`src/rtl/mem_access_if.sv`:
```
// Request handshake between execute (master) and the memory-access stage (slave).
interface mem_access_if #(
    parameter int unsigned W_WORD = 32,
    parameter int unsigned W_ADDR = 16,
    parameter int unsigned W_RD   = 5
);
    logic              v;
    logic              stall;
    logic [1:0]        op;
    logic [W_ADDR-1:0] addr;
    logic [W_WORD-1:0] data;
    logic              wb;
    logic [W_RD-1:0]   wb_rd_name;

    modport master (output v, op, addr, data, wb, wb_rd_name, input stall);
    modport slave  (input v, op, addr, data, wb, wb_rd_name, output stall);
endinterface

```
`src/rtl/mem_access.sv`:
```
// Memory-access stage: word loads/stores against a one-cycle-latency RAM and
// the single source of register-file writebacks.
module mem_access #(
    parameter int unsigned W_WORD = 32,
    parameter int unsigned W_ADDR = 16,
    parameter int unsigned W_RD   = 5,
    parameter int unsigned W_CNT  = 32
) (
    input  logic              clk,
    input  logic              rst,
    mem_access_if.slave       req,
    output logic [W_ADDR-1:0] mem_a_o,
    output logic              mem_w_o,
    output logic [W_WORD-1:0] mem_d_o,
    input  logic [W_WORD-1:0] mem_q_i,
    output logic              wb_o,
    output logic [W_RD-1:0]   wb_rd_name_o,
    output logic [W_WORD-1:0] wb_rd_data_o,
    output logic [W_CNT-1:0]  ld_cnt_o,
    output logic [W_CNT-1:0]  st_cnt_o
);
    localparam logic [1:0] OP_PASS  = 2'b00;
    localparam logic [1:0] OP_LOAD  = 2'b01;
    localparam logic [1:0] OP_STORE = 2'b10;

    typedef enum logic [0:0] {IDLE, LOAD_WAIT} state_t;

    state_t            state;
    state_t            state_nxt;
    logic              accept;
    logic              ld_wb_q;
    logic [W_RD-1:0]   ld_name_q;

    always_ff @(posedge clk or negedge rst) begin
        if (!rst) state <= IDLE;
        else      state <= state_nxt;
    end

    always_comb begin
        state_nxt = state;
        case (state)
            IDLE:      if (accept && req.op == OP_LOAD) state_nxt = LOAD_WAIT;
            LOAD_WAIT: state_nxt = IDLE;
            default:   state_nxt = IDLE;
        endcase
    end

    // Memory sees the request on the same edge that accepts it.
    always_comb begin
        accept    = 1'b0;
        req.stall = 1'b0;
        mem_w_o   = 1'b0;
        mem_a_o   = req.addr;
        mem_d_o   = req.data;
        accept    = (state == IDLE) && req.v;
        req.stall = (state == LOAD_WAIT);
        mem_w_o   = rst && accept && (req.op == OP_STORE);
    end

    // Writeback port, held load destination and access counters.
    always_ff @(posedge clk or negedge rst) begin
        if (!rst) begin
            wb_o         <= 1'b0;
            wb_rd_name_o <= '0;
            wb_rd_data_o <= '0;
            ld_wb_q      <= 1'b0;
            ld_name_q    <= '0;
            ld_cnt_o     <= '0;
            st_cnt_o     <= '0;
        end else begin
            wb_o <= 1'b0;
            if (state == LOAD_WAIT) begin
                wb_o         <= ld_wb_q;
                wb_rd_name_o <= ld_name_q;
                wb_rd_data_o <= mem_q_i;
            end else if (accept) begin
                case (req.op)
                    OP_PASS: begin
                        wb_o         <= req.wb;
                        wb_rd_name_o <= req.wb_rd_name;
                        wb_rd_data_o <= req.data;
                    end
                    OP_LOAD: begin
                        ld_wb_q   <= req.wb;
                        ld_name_q <= req.wb_rd_name;
                        ld_cnt_o  <= ld_cnt_o + W_CNT'(1);
                    end
                    OP_STORE: st_cnt_o <= st_cnt_o + W_CNT'(1);
                    default: ;
                endcase
            end
        end
    end
endmodule

```
`src/flat_wrapper.sv`:
```
// flat-port wrapper written by rule: the top's interface ports become plain ports
module mem_access_flat 
#(
    parameter int unsigned W_WORD = 32,
    parameter int unsigned W_ADDR = 16,
    parameter int unsigned W_RD   = 5,
    parameter int unsigned W_CNT  = 32
)
  (clk, rst, mem_a_o, mem_w_o, mem_d_o, mem_q_i, wb_o, wb_rd_name_o, wb_rd_data_o, ld_cnt_o, st_cnt_o, req_v, req_op, req_addr, req_data, req_wb, req_wb_rd_name, req_stall);
  mem_access_if #(.W_WORD(W_WORD), .W_ADDR(W_ADDR), .W_RD(W_RD)) req_i ();
  input  logic clk;
  input  logic rst;
  output logic [W_ADDR-1:0] mem_a_o;
  output logic mem_w_o;
  output logic [W_WORD-1:0] mem_d_o;
  input  logic [W_WORD-1:0] mem_q_i;
  output logic wb_o;
  output logic [W_RD-1:0] wb_rd_name_o;
  output logic [W_WORD-1:0] wb_rd_data_o;
  output logic [W_CNT-1:0] ld_cnt_o;
  output logic [W_CNT-1:0] st_cnt_o;
  input wire logic [$bits(req_i.v)-1:0] req_v;
  input wire logic [$bits(req_i.op)-1:0] req_op;
  input wire logic [$bits(req_i.addr)-1:0] req_addr;
  input wire logic [$bits(req_i.data)-1:0] req_data;
  input wire logic [$bits(req_i.wb)-1:0] req_wb;
  input wire logic [$bits(req_i.wb_rd_name)-1:0] req_wb_rd_name;
  output wire logic [$bits(req_i.stall)-1:0] req_stall;
  assign req_i.v = req_v;
  assign req_i.op = req_op;
  assign req_i.addr = req_addr;
  assign req_i.data = req_data;
  assign req_i.wb = req_wb;
  assign req_i.wb_rd_name = req_wb_rd_name;
  assign req_stall = req_i.stall;
  mem_access #(.W_WORD(W_WORD), .W_ADDR(W_ADDR), .W_RD(W_RD), .W_CNT(W_CNT)) u_core (.clk(clk), .rst(rst), .req(req_i), .mem_a_o(mem_a_o), .mem_w_o(mem_w_o), .mem_d_o(mem_d_o), .mem_q_i(mem_q_i), .wb_o(wb_o), .wb_rd_name_o(wb_rd_name_o), .wb_rd_data_o(wb_rd_data_o), .ld_cnt_o(ld_cnt_o), .st_cnt_o(st_cnt_o));
endmodule
```
`config.mk`:
```
export PLATFORM = sky130hd
export DESIGN_NAME = mem_access_flat
export DESIGN_NICKNAME = d
export VERILOG_FILES = /design/src/rtl/mem_access_if.sv /design/src/rtl/mem_access.sv /design/src/flat_wrapper.sv
export SDC_FILE = /design/constraint.sdc
export NUM_CORES = 1
export LEC_CHECK = 0
export ABC_AREA = 1
export ABC_CLOCK_PERIOD_IN_PS = 1500
export BUFFER_PORTS_ARGS = -buffer_cell sky130_fd_sc_hd__buf_4
export CORE_MARGIN = 1
export CORE_UTILIZATION = 45
export CTS_BUF_LIST = sky130_fd_sc_hd__clkbuf_2
export DETAILED_ROUTE_END_ITERATION = 8
export PLACE_DENSITY = 0.81
export SETUP_SLACK_MARGIN = 0.15
export SLEW_MARGIN = 20
export SYNTH_ARGS = -nofsm -noshare
export SYNTH_HDL_FRONTEND = slang
export SYNTH_SLANG_ARGS = --single-unit
```
`constraint.sdc`:
```
create_clock -name clk -period 1.5 [get_ports clk]
set_clock_uncertainty 0.15 [all_clocks]
set_input_delay 0.3 -clock clk [delete_from_list [all_inputs] [get_ports clk]]
set_output_delay 0.3 -clock clk [all_outputs]
set_load 0.02 [all_outputs]
```
==> out/results.txt, run 1 <==
status - stopped before the end
stage reached - global routing
Tool Error - [ERROR GRT-0232] Routing congestion too high. Check the congestion heatmap in the GUI.
Syn Area/Cell - 7.85 µm²
last worst endpoint in the global-route repair_timing - mem_w_o
Final GP Congestion - 0.880
top cell type's share of synthesized area - 46.9%
Synth cell types - 23
Initial Util - 46.1%
DIE HEIGHT - 116 µm
H-tree Lvls - 3
DP HPWL - 11.6 mm
worst endpoint type - output port
largest net degree at the start of global routing - 110
initial antenna violation count - 8
TritonCTS Buffers - 9
gr usage total - 77.2%
IO Pins - 243
FP Rows - 41
Yosys reg bits - 109
number of flops mapped to enable cells by yosys - 0
YS warnings - 0
synthesized area - 0.00581 mm²
post-synth top area cell - dfrtp_1
async set-reset flop share out of synthesis - 100%
grt total ovfl - 43
Seq/Total Area, Yosys - 46.9%
most common cell in the netlist - nand2_1
cells after synthesis - 740
largest cells by area after synthesis - dfrtp_1, nand2_1, nor2_1
clock sink count - 109
Synth top cells by count - nand2_1, dfrtp_1, nor2_1
die width - 116 µm
clock root buffer - clkbuf_2
Top FF cell, synth - dfrtp_1
clk buf depth - 2
PortBufs - 210
syn nets - 833
through the flow:
step                      setup WS, ps  cells  hold slack [ps]  instance area (µm²)
after floorplan                  -49.9    740             -146                 6100
after global placement           -79.5   1111              307                 7880
after detailed placement          -128   1111              309                 7880
after CTS                         -645   1319            -41.9                10600
per-layer routing:
layer  GRT overflow  GRT usage (%)
met1              2           76.5
met2             21           93.7
met3              2           63.0
met4             18           79.4
met5              0           22.6
cells by family after synthesis:
kind of cell	count (synthesis)	share of synthesized area, %
buffers and inverters	129	11.7
XOR/XNOR	41	6.18
AO/OA/AOI/OAI	41	4.41
adder cells (fa/ha/maj)	2	0.431
AND/OR/NAND/NOR	418	30.4
flip-flops	109	46.9
repair_timing:
action	in CTS
gates resized for setup	217
pin swaps	38
endpoints found under the setup margin	209
gates cloned	8
hold buffers	74
endpoints found under the hold margin	165
buffers inserted	110
==> run 2: changes to the inputs <==
ABC_CLOCK_PERIOD_IN_PS = 2000   (was 1500)
CORE_UTILIZATION = 40   (was 45)
CTS_BUF_LIST = default   (was sky130_fd_sc_hd__clkbuf_2)
PLACE_DENSITY = default   (was 0.81)
PLACE_DENSITY_LB_ADDON = 0.15   (was default)
SETUP_SLACK_MARGIN = default   (was 0.15)
clock period = 2 ns   (was 1.5 ns; I/O delays follow)
==> run 2 against run 1 <==
Against the previous run: synthesized area unchanged; synthesized cell count unchanged; the flow now finishes without violations.
==> out/results.txt, run 2 <==
status - complete, no violations
commonest non-fill, non-tap cells in the layout - nand2_1, buf_4, dfrtp_1
Syn Area/Cell - 7.85 µm² (unchanged)
Critical Path RT - 1450 ps
area of the core - 0.0140 mm²
hold violation total from the final report - 0
DR WL/cell - 13.6 µm
diodes inserted - 0
final core utilization - 53.9%
final count of pins violating max slew - 0
Tot Pwr - 5.80 mW
Worst Tran Pin Value - 590 ps
Starting DRT DRC Count - 311
CP max-delay cell - dfrtp_1
Top FF cell, synth - dfrtp_1
Detail Route Antenna Nets - 0
relative slew slack - 60.7%
largest net degree at the start of global routing - 110
clk buf depth - 2 (unchanged)
async set-reset flop share out of synthesis - 100% (unchanged)
post-synth top area cell - dfrtp_1
Net Switching - 1.77 mW
crit start category - flop
Synth top cells by count - nand2_1, dfrtp_1, nor2_1
Final WS setup - 130 ps
Final Cell Area - 0.00756 mm²
clock root buffer - clkbuf_16
filler instances - 1402
fin cells - 1088
DIE HEIGHT - 123 µm (+6.0%)
vias in the first global route - 4676
Synth cell types - 23 (unchanged)
period utilisation layout - 93.5%
Critical Path Fanout Max - 39
DRT Wirelength - 14.8 mm
die width - 123 µm (+6.0%)
Cells after DPL - 1073 (-3.4%)
initial antenna violation count - 0
YS warnings - 0 (unchanged)
placed instance area - 0.00728 mm² (-7.6%)
drt via density - 4.66
Die Area - 0.0150 mm²
TritonCTS clock tree - built
delay of the slowest critical-path stage - 440 ps
Yosys reg bits - 109 (unchanged)
Initial Util - 41.4% (-4.7 points)
Final setup viols - 0
TritonCTS Buffers - 9 (unchanged)
cells after synthesis - 740 (unchanged)
CP endpoint kind - output pin
most common library cell in the layout ignoring fill and taps - nand2_1
Top Registers - u_core.ld_cnt_o (32), u_core.st_cnt_o (32), u_core.wb_rd_data_o (32)
FP Rows - 43 (+4.9%)
worst path cell trace - buf_6 -> buf_4
hold_ws - 1.90 ps
Place WS - 175 ps (+303 ps)
grt total ovfl - 0
Final GP Congestion - 0.846 (-3.9%)
RSZ-0062 raised after global routing - false
Power per Cell Area - 767 mW/mm²
H-tree Lvls - 3 (unchanged)
gr usage total - 20.3%
Fin Setup TNS - 0 ps
Clock Pin Slew Worst Setup and Hold Paths - 70 ps
P_leak - 3.81 nW
Achievable Freq - 535 MHz
top cell type's share of synthesized area - 46.9% (unchanged)
setup bufs post-CTS - 0 (-100%)
clk_lat worst skew - 350 ps
Area growth syn-to-layout - 30.1%
fraction of power spent switching nets - 30.5%
power share of the clock group - 29.4%
VDD IR-drop max - 0.000430 V
worst setup path startpoint - u_core.req.stall$_DFF_PN0_
combinational share of power - 24.7%
largest cells by area after synthesis - dfrtp_1, nand2_1, nor2_1
DP HPWL - 11.2 mm (-4.1%)
DR vias - 5071
Final min period - 1870 ps
CP arrival - 1320 ps
share of cells above drive strength 1 - 27.5%
Hold Crit Class - primary input to asynchronous set/reset pin
1st-pass router iterations - 5
syn nets - 833 (unchanged)
internal power - 4.03 mW
Residual DRC - 0
most common cell in the netlist - nand2_1
CP Class - flop to output pin
number of flops mapped to enable cells by yosys - 0 (unchanged)
sequential power share - 45.9%
PortBufs - 210 (unchanged)
global-route wire length before repair - 23.4 mm
Critical R2R Launch - u_core.st_cnt_o[1]$_DFFE_PN0P_
IO Pins - 243 (unchanged)
synthesized area - 0.00581 mm² (unchanged)
clock sink count - 109 (unchanged)
maxcap violations - 0
nets - 997
Seq/Total Area, Yosys - 46.9% (unchanged)
==> run 2: cell counts after synthesis <==
Identical to the previous run, type by type.
==> run 2: kinds of logic (layout without fill, tap and decap cells) <==
kind of cell	after synthesis	after routing	share of synthesized area, %
xor+xnor	41	41	6.18
buf+inv	129	297	11.7
fa+ha+maj	2	2	0.431
simple gates	418	418	30.4
compound gates	41	41	4.41
flops	109	109	46.9
==> run 2: worst paths after layout <==
| check | to | slack [ps] | depth (start not counted) |
|---|---|---|---|
| worst max register to register | u_core.st_cnt_o[26]$_DFFE_PN0P_ | 200 | 8 |
| max in group asynchronous | u_core.wb_rd_data_o[26]$_DFFE_PN0P_ | 1250 | 2 |
| min in group clk | u_core.ld_name_q[2]$_DFFE_PN0P_ | 110 | 3 |
| worst max-delay path | req_stall | 130 | 2 |
| worst min-delay path | u_core.ld_cnt_o[19]$_DFFE_PN0P_ | 2 | 2 |
| worst min register to register | u_core.ld_name_q[4]$_DFFE_PN0P_ | 320 | 2 |
==> run 2: what timing repair did <==
action | CTS | global route
gates resized for setup | 0 | 1
hold buffers | 0 | 0
endpoints found under the setup margin | 0 | 1
==> run 2: worst max-delay path, delay by kind of cell, from the launching register on <==
kind | cells | cell delay [ps]
buffers and inverters | 2 | 530
DFF | 1 | 440
==> run 2: power groups by stage <==
| stage | logic (mW) | clock network, mW | registers (mW) |
|---|---|---|---|
| after global routing | 1.57 | 1.87 | 2.70 |
| after global placement | 1.45 | 0 | 2.70 |
| after floorplan | 0.518 | 0 | 2.97 |
| after CTS | 1.46 | 1.78 | 2.67 |
| final | 1.43 | 1.71 | 2.66 |
| after detailed placement | 1.46 | 0 | 2.71 |
==> run 2: final cells by class <==
cell class	count	area (µm²)	share of cell area, %
clock buffer	14	274	3.62
clock inverter	1	5.00	0.0662
inverter	63	236	3.13
multi-input combinational	502	2410	31.8
sequential	109	2730	36.1
tap	180	225	2.98
timing repair buffer	219	1690	22.3
==> run 2: routing by layer <==
| layer | part of all wire, % | vias up | GRT usage (%) |
|---|---|---|---|
| met2 | 48 | 177 | 32.3 |
| met3 | 6.1 | 14 | 3.81 |
| met1 | 45 | 2260 | 27.2 |
| li1 | - | 2620 | - |
| met5 | 0 | - | 0 |
| met4 | 1.7 | 0 | 8.23 |
Power figures use the tool's default switching activity.
==> run 3: changes to the inputs <==
ABC_AREA = default   (was 1)
==> run 3 against run 2 <==
Against the previous run: die area is 7.3% lower; flip-flop and latch count stayed put; maximum frequency is 2.2% lower; critical endpoint is now u_core.st_cnt_o[23]$_DFFE_PN0P_; combinational power hardly changed; worst hold slack hardly changed; synthesized cell count is 32% lower; critical path depth is 4 higher; setup slack worse by 42 ps; non-clock buffer count is 21 higher; core utilization is 1.4 points higher.
==> out/results.txt, run 3 <==
drt via density - 4.88 (+4.7%)
maxcap violations - 0 (unchanged)
synthesized area - 0.00538 mm² (-7.4%)
top cell type's share of synthesized area - 50.7% (+3.8 points)
Final GP Congestion - 0.816 (-3.5%)
clk buf depth - 2 (unchanged)
post-synth top area cell - dfrtp_1
fraction of power spent switching nets - 30.4% (-0.096 points)
syn nets - 593 (-29%)
Die Area - 0.0139 mm² (-7.3%)
P_leak - 3.67 nW (-3.7%)
largest cells by area after synthesis - dfrtp_1, mux2i_1, buf_4
Achievable Freq - 523 MHz (-2.2%)
TritonCTS Buffers - 9 (unchanged)
async set-reset flop share out of synthesis - 100% (unchanged)
clk_lat worst skew - 340 ps (about the same)
hold violation total from the final report - 0 (unchanged)
most common library cell in the layout ignoring fill and taps - buf_4
VDD IR-drop max - 0.000386 V (-10%)
area of the core - 0.0132 mm² (-6.1%)
Top Registers - u_core.ld_cnt_o (32), u_core.st_cnt_o (32), u_core.wb_rd_data_o (32)
CP max-delay cell - dfrtp_2
CP endpoint kind - flop
Residual DRC - 0 (unchanged)
Initial Util - 40.8% (-0.61 points)
final count of pins violating max slew - 0 (unchanged)
delay of the slowest critical-path stage - 430 ps (about the same)
power share of the clock group - 29.2% (-0.2 points)
YS warnings - 0 (unchanged)
Hold Crit Class - primary input to asynchronous set/reset pin
period utilisation layout - 95.6% (+2.1 points)
PortBufs - 210 (unchanged)
TritonCTS clock tree - built
Clock Pin Slew Worst Setup and Hold Paths - 70 ps (about the same)
Power per Cell Area - 786 mW/mm² (+2.4%)
combinational share of power - 24.7% (about the same)
die width - 118 µm (-3.7%)
Area growth syn-to-layout - 35.6%
Place WS - 23.2 ps (-152 ps)
CP arrival - 2030 ps (+710 ps)
status - complete, no violations
clock sink count - 109 (unchanged)
nets - 775 (-22%)
fin cells - 863 (-21%)
worst path cell trace - and4bb_4 -> buf_4 -> nand4_1 -> buf_12 -> nor4_1 -> xor2_1
Synth cell types - 31 (+35%)
Seq/Total Area, Yosys - 50.7% (+3.8 points)
Cells after DPL - 845 (-21%)
Worst Tran Pin Value - 655 ps (+65.2 ps)
relative slew slack - 56.2% (-4.5 points)
Final setup viols - 0 (unchanged)
Detail Route Antenna Nets - 0 (unchanged)
Synth top cells by count - dfrtp_1, nand2_1, buf_4
IO Pins - 243 (unchanged)
Fin Setup TNS - 0 ps (unchanged)
gr usage total - 19.1% (-1.3 points)
1st-pass router iterations - 4 (-1)
sequential power share - 46.1% (+0.2 points)
clock root buffer - clkbuf_16
share of cells above drive strength 1 - 40.6% (+13 points)
Final WS setup - 87.5 ps (-42.2 ps)
most common cell in the netlist - dfrtp_1
H-tree Lvls - 3 (unchanged)
DIE HEIGHT - 118 µm (-3.7%)
Critical Path RT - 2120 ps (+670 ps)
filler instances - 1211 (-14%)
largest net degree at the start of global routing - 110 (unchanged)
Starting DRT DRC Count - 160 (-49%)
number of flops mapped to enable cells by yosys - 0 (unchanged)
Syn Area/Cell - 10.8 µm² (+37%)
commonest non-fill, non-tap cells in the layout - buf_4, dfrtp_1, nand2_1
CP delay by family, top - simple AND/OR/NAND/NOR gates
global-route wire length before repair - 21.2 mm (-9.4%)
DRT Wirelength - 12.8 mm (-13%)
Final min period - 1910 ps (+42.2 ps)
Top FF cell, synth - dfrtp_1
initial antenna violation count - 0 (unchanged)
Critical Path Fanout Max - 11 (-72%)
cells after synthesis - 500 (-32%)
placed instance area - 0.00698 mm² (-4.1%)
grt total ovfl - 0 (unchanged)
vias in the first global route - 4133 (-12%)
crit start category - flop
DP HPWL - 9.53 mm (-15%)
FP Rows - 42 (-2.3%)
internal power - 3.99 mW (-1.1%)
CP Class - flop to flop
worst path buffer plus inverter count - 2 (unchanged)
Final Cell Area - 0.00729 mm² (-3.6%)
DR vias - 4212 (-17%)
Tot Pwr - 5.73 mW (-1.3%)
diodes inserted - 0 (unchanged)
Net Switching - 1.74 mW (-1.6%)
Yosys reg bits - 109 (unchanged)
DR WL/cell - 14.9 µm (+9.1%)
run 3: changes by cell type in the layout (fill, tap and decap cells not counted), sizes merged, moves of 8 or more:
cell	before	now
xor2	22	39
and4	0	12
o21ai	3	38
mux2	0	8
nand3	37	19
inv	63	10
buf	219	240
mux2i	0	37
nand2	236	59
nor4	0	14
nor3	9	23
nor2	111	7
a31oi	37	0
run 3: layout make-up:
| class | count | area, µm² | share of cell area, % |
|---|---|---|---|
| Sequential cell | 109 | 2730 | 37.4 |
| Multi-Input combinational cell | 312 | 2170 | 29.8 |
| Timing Repair Buffer | 240 | 1850 | 25.4 |
| Clock buffer | 10 | 239 | 3.28 |
| Tap cell | 176 | 220 | 3.02 |
| Clock inverter | 6 | 38.8 | 0.532 |
| Inverter | 10 | 37.5 | 0.515 |
run 3: power groups by stage:
stage          combinational, mW  sequential, mW  clock (mW)
6_report                    1.42            2.64        1.67
2_1_floorplan              0.456            2.97           0
3_3_place_gp                1.41            2.68           0
5_1_grt                     1.53            2.68        1.81
3_5_place_dp                1.44            2.69           0
4_1_cts                     1.44            2.65        1.73
run 3: through the flow:
| stage | hold WS, ps | util (%) |
|---|---|---|
| after floorplan | -45.6 | - |
| after global placement | 313 | 52.9 |
| after detailed placement | 323 | 52.9 |
| after CTS | 51.7 | 55.1 |
| after global routing | 67.6 | 55.3 |
| final | 2.25 | 55.3 |
run 3: repair_timing:
action                                  in CTS  in global routing
hold buffers                                 0                  0
resized for setup                            1                  3
buffers inserted                             1                  1
pin swaps                                    1                  3
endpoints found under the setup margin       1                  9
run 3: path summary, 6_finish.rpt:
kind                                                       from                               to  slack, ps  cells after the start
worst min-delay path                                        rst  u_core.st_cnt_o[31]$_DFFE_PN0P_          2                      2
worst min register to register  u_core.st_cnt_o[31]$_DFFE_PN0P_  u_core.st_cnt_o[31]$_DFFE_PN0P_        330                      1
min in group clk                              req_wb_rd_name[4]  u_core.ld_name_q[4]$_DFFE_PN0P_        150                      2
worst max register to register       u_core.req.stall$_DFF_PN0_  u_core.st_cnt_o[23]$_DFFE_PN0P_         90                      6
worst max-delay path                 u_core.req.stall$_DFF_PN0_  u_core.st_cnt_o[23]$_DFFE_PN0P_         90                      6
max in group asynchronous                                   rst       u_core.req.stall$_DFF_PN0_       1240                      2
run 3: cell families (layout without fill, tap and decap cells):
logic type,after synthesis,in the layout,synth area share (%)
AND/OR/NAND/NOR,165,165,17.3
flip-flops,109,109,50.7
buffers and inverters,79,266,9.30
XOR/XNOR,62,62,10.1
multiplexers,45,45,8.56
AO/OA/AOI/OAI,38,38,3.54
adder cells (fa/ha/maj),2,2,0.465
run 3: routing by layer:
metal | vias to the layer above | routed length [µm] | part of all wire, % | global-route usage [%]
met2 | 147 | 6430 | 50 | 32.4
met1 | 2001 | 5380 | 42 | 23.3
met3 | 25 | 682 | 5.3 | 3.83
li1 | 2039 | - | - | -
met5 | - | 0 | 0 | 0
met4 | 0 | 337 | 2.6 | 8.73
run 3: worst reg2reg max path: stages (launching register included):
cell and delay (ps):
dfrtp_2 430, and4bb_4 330, buf_4 150, nand4_1 150, buf_12 190, nor4_1 260
xor2_1 180
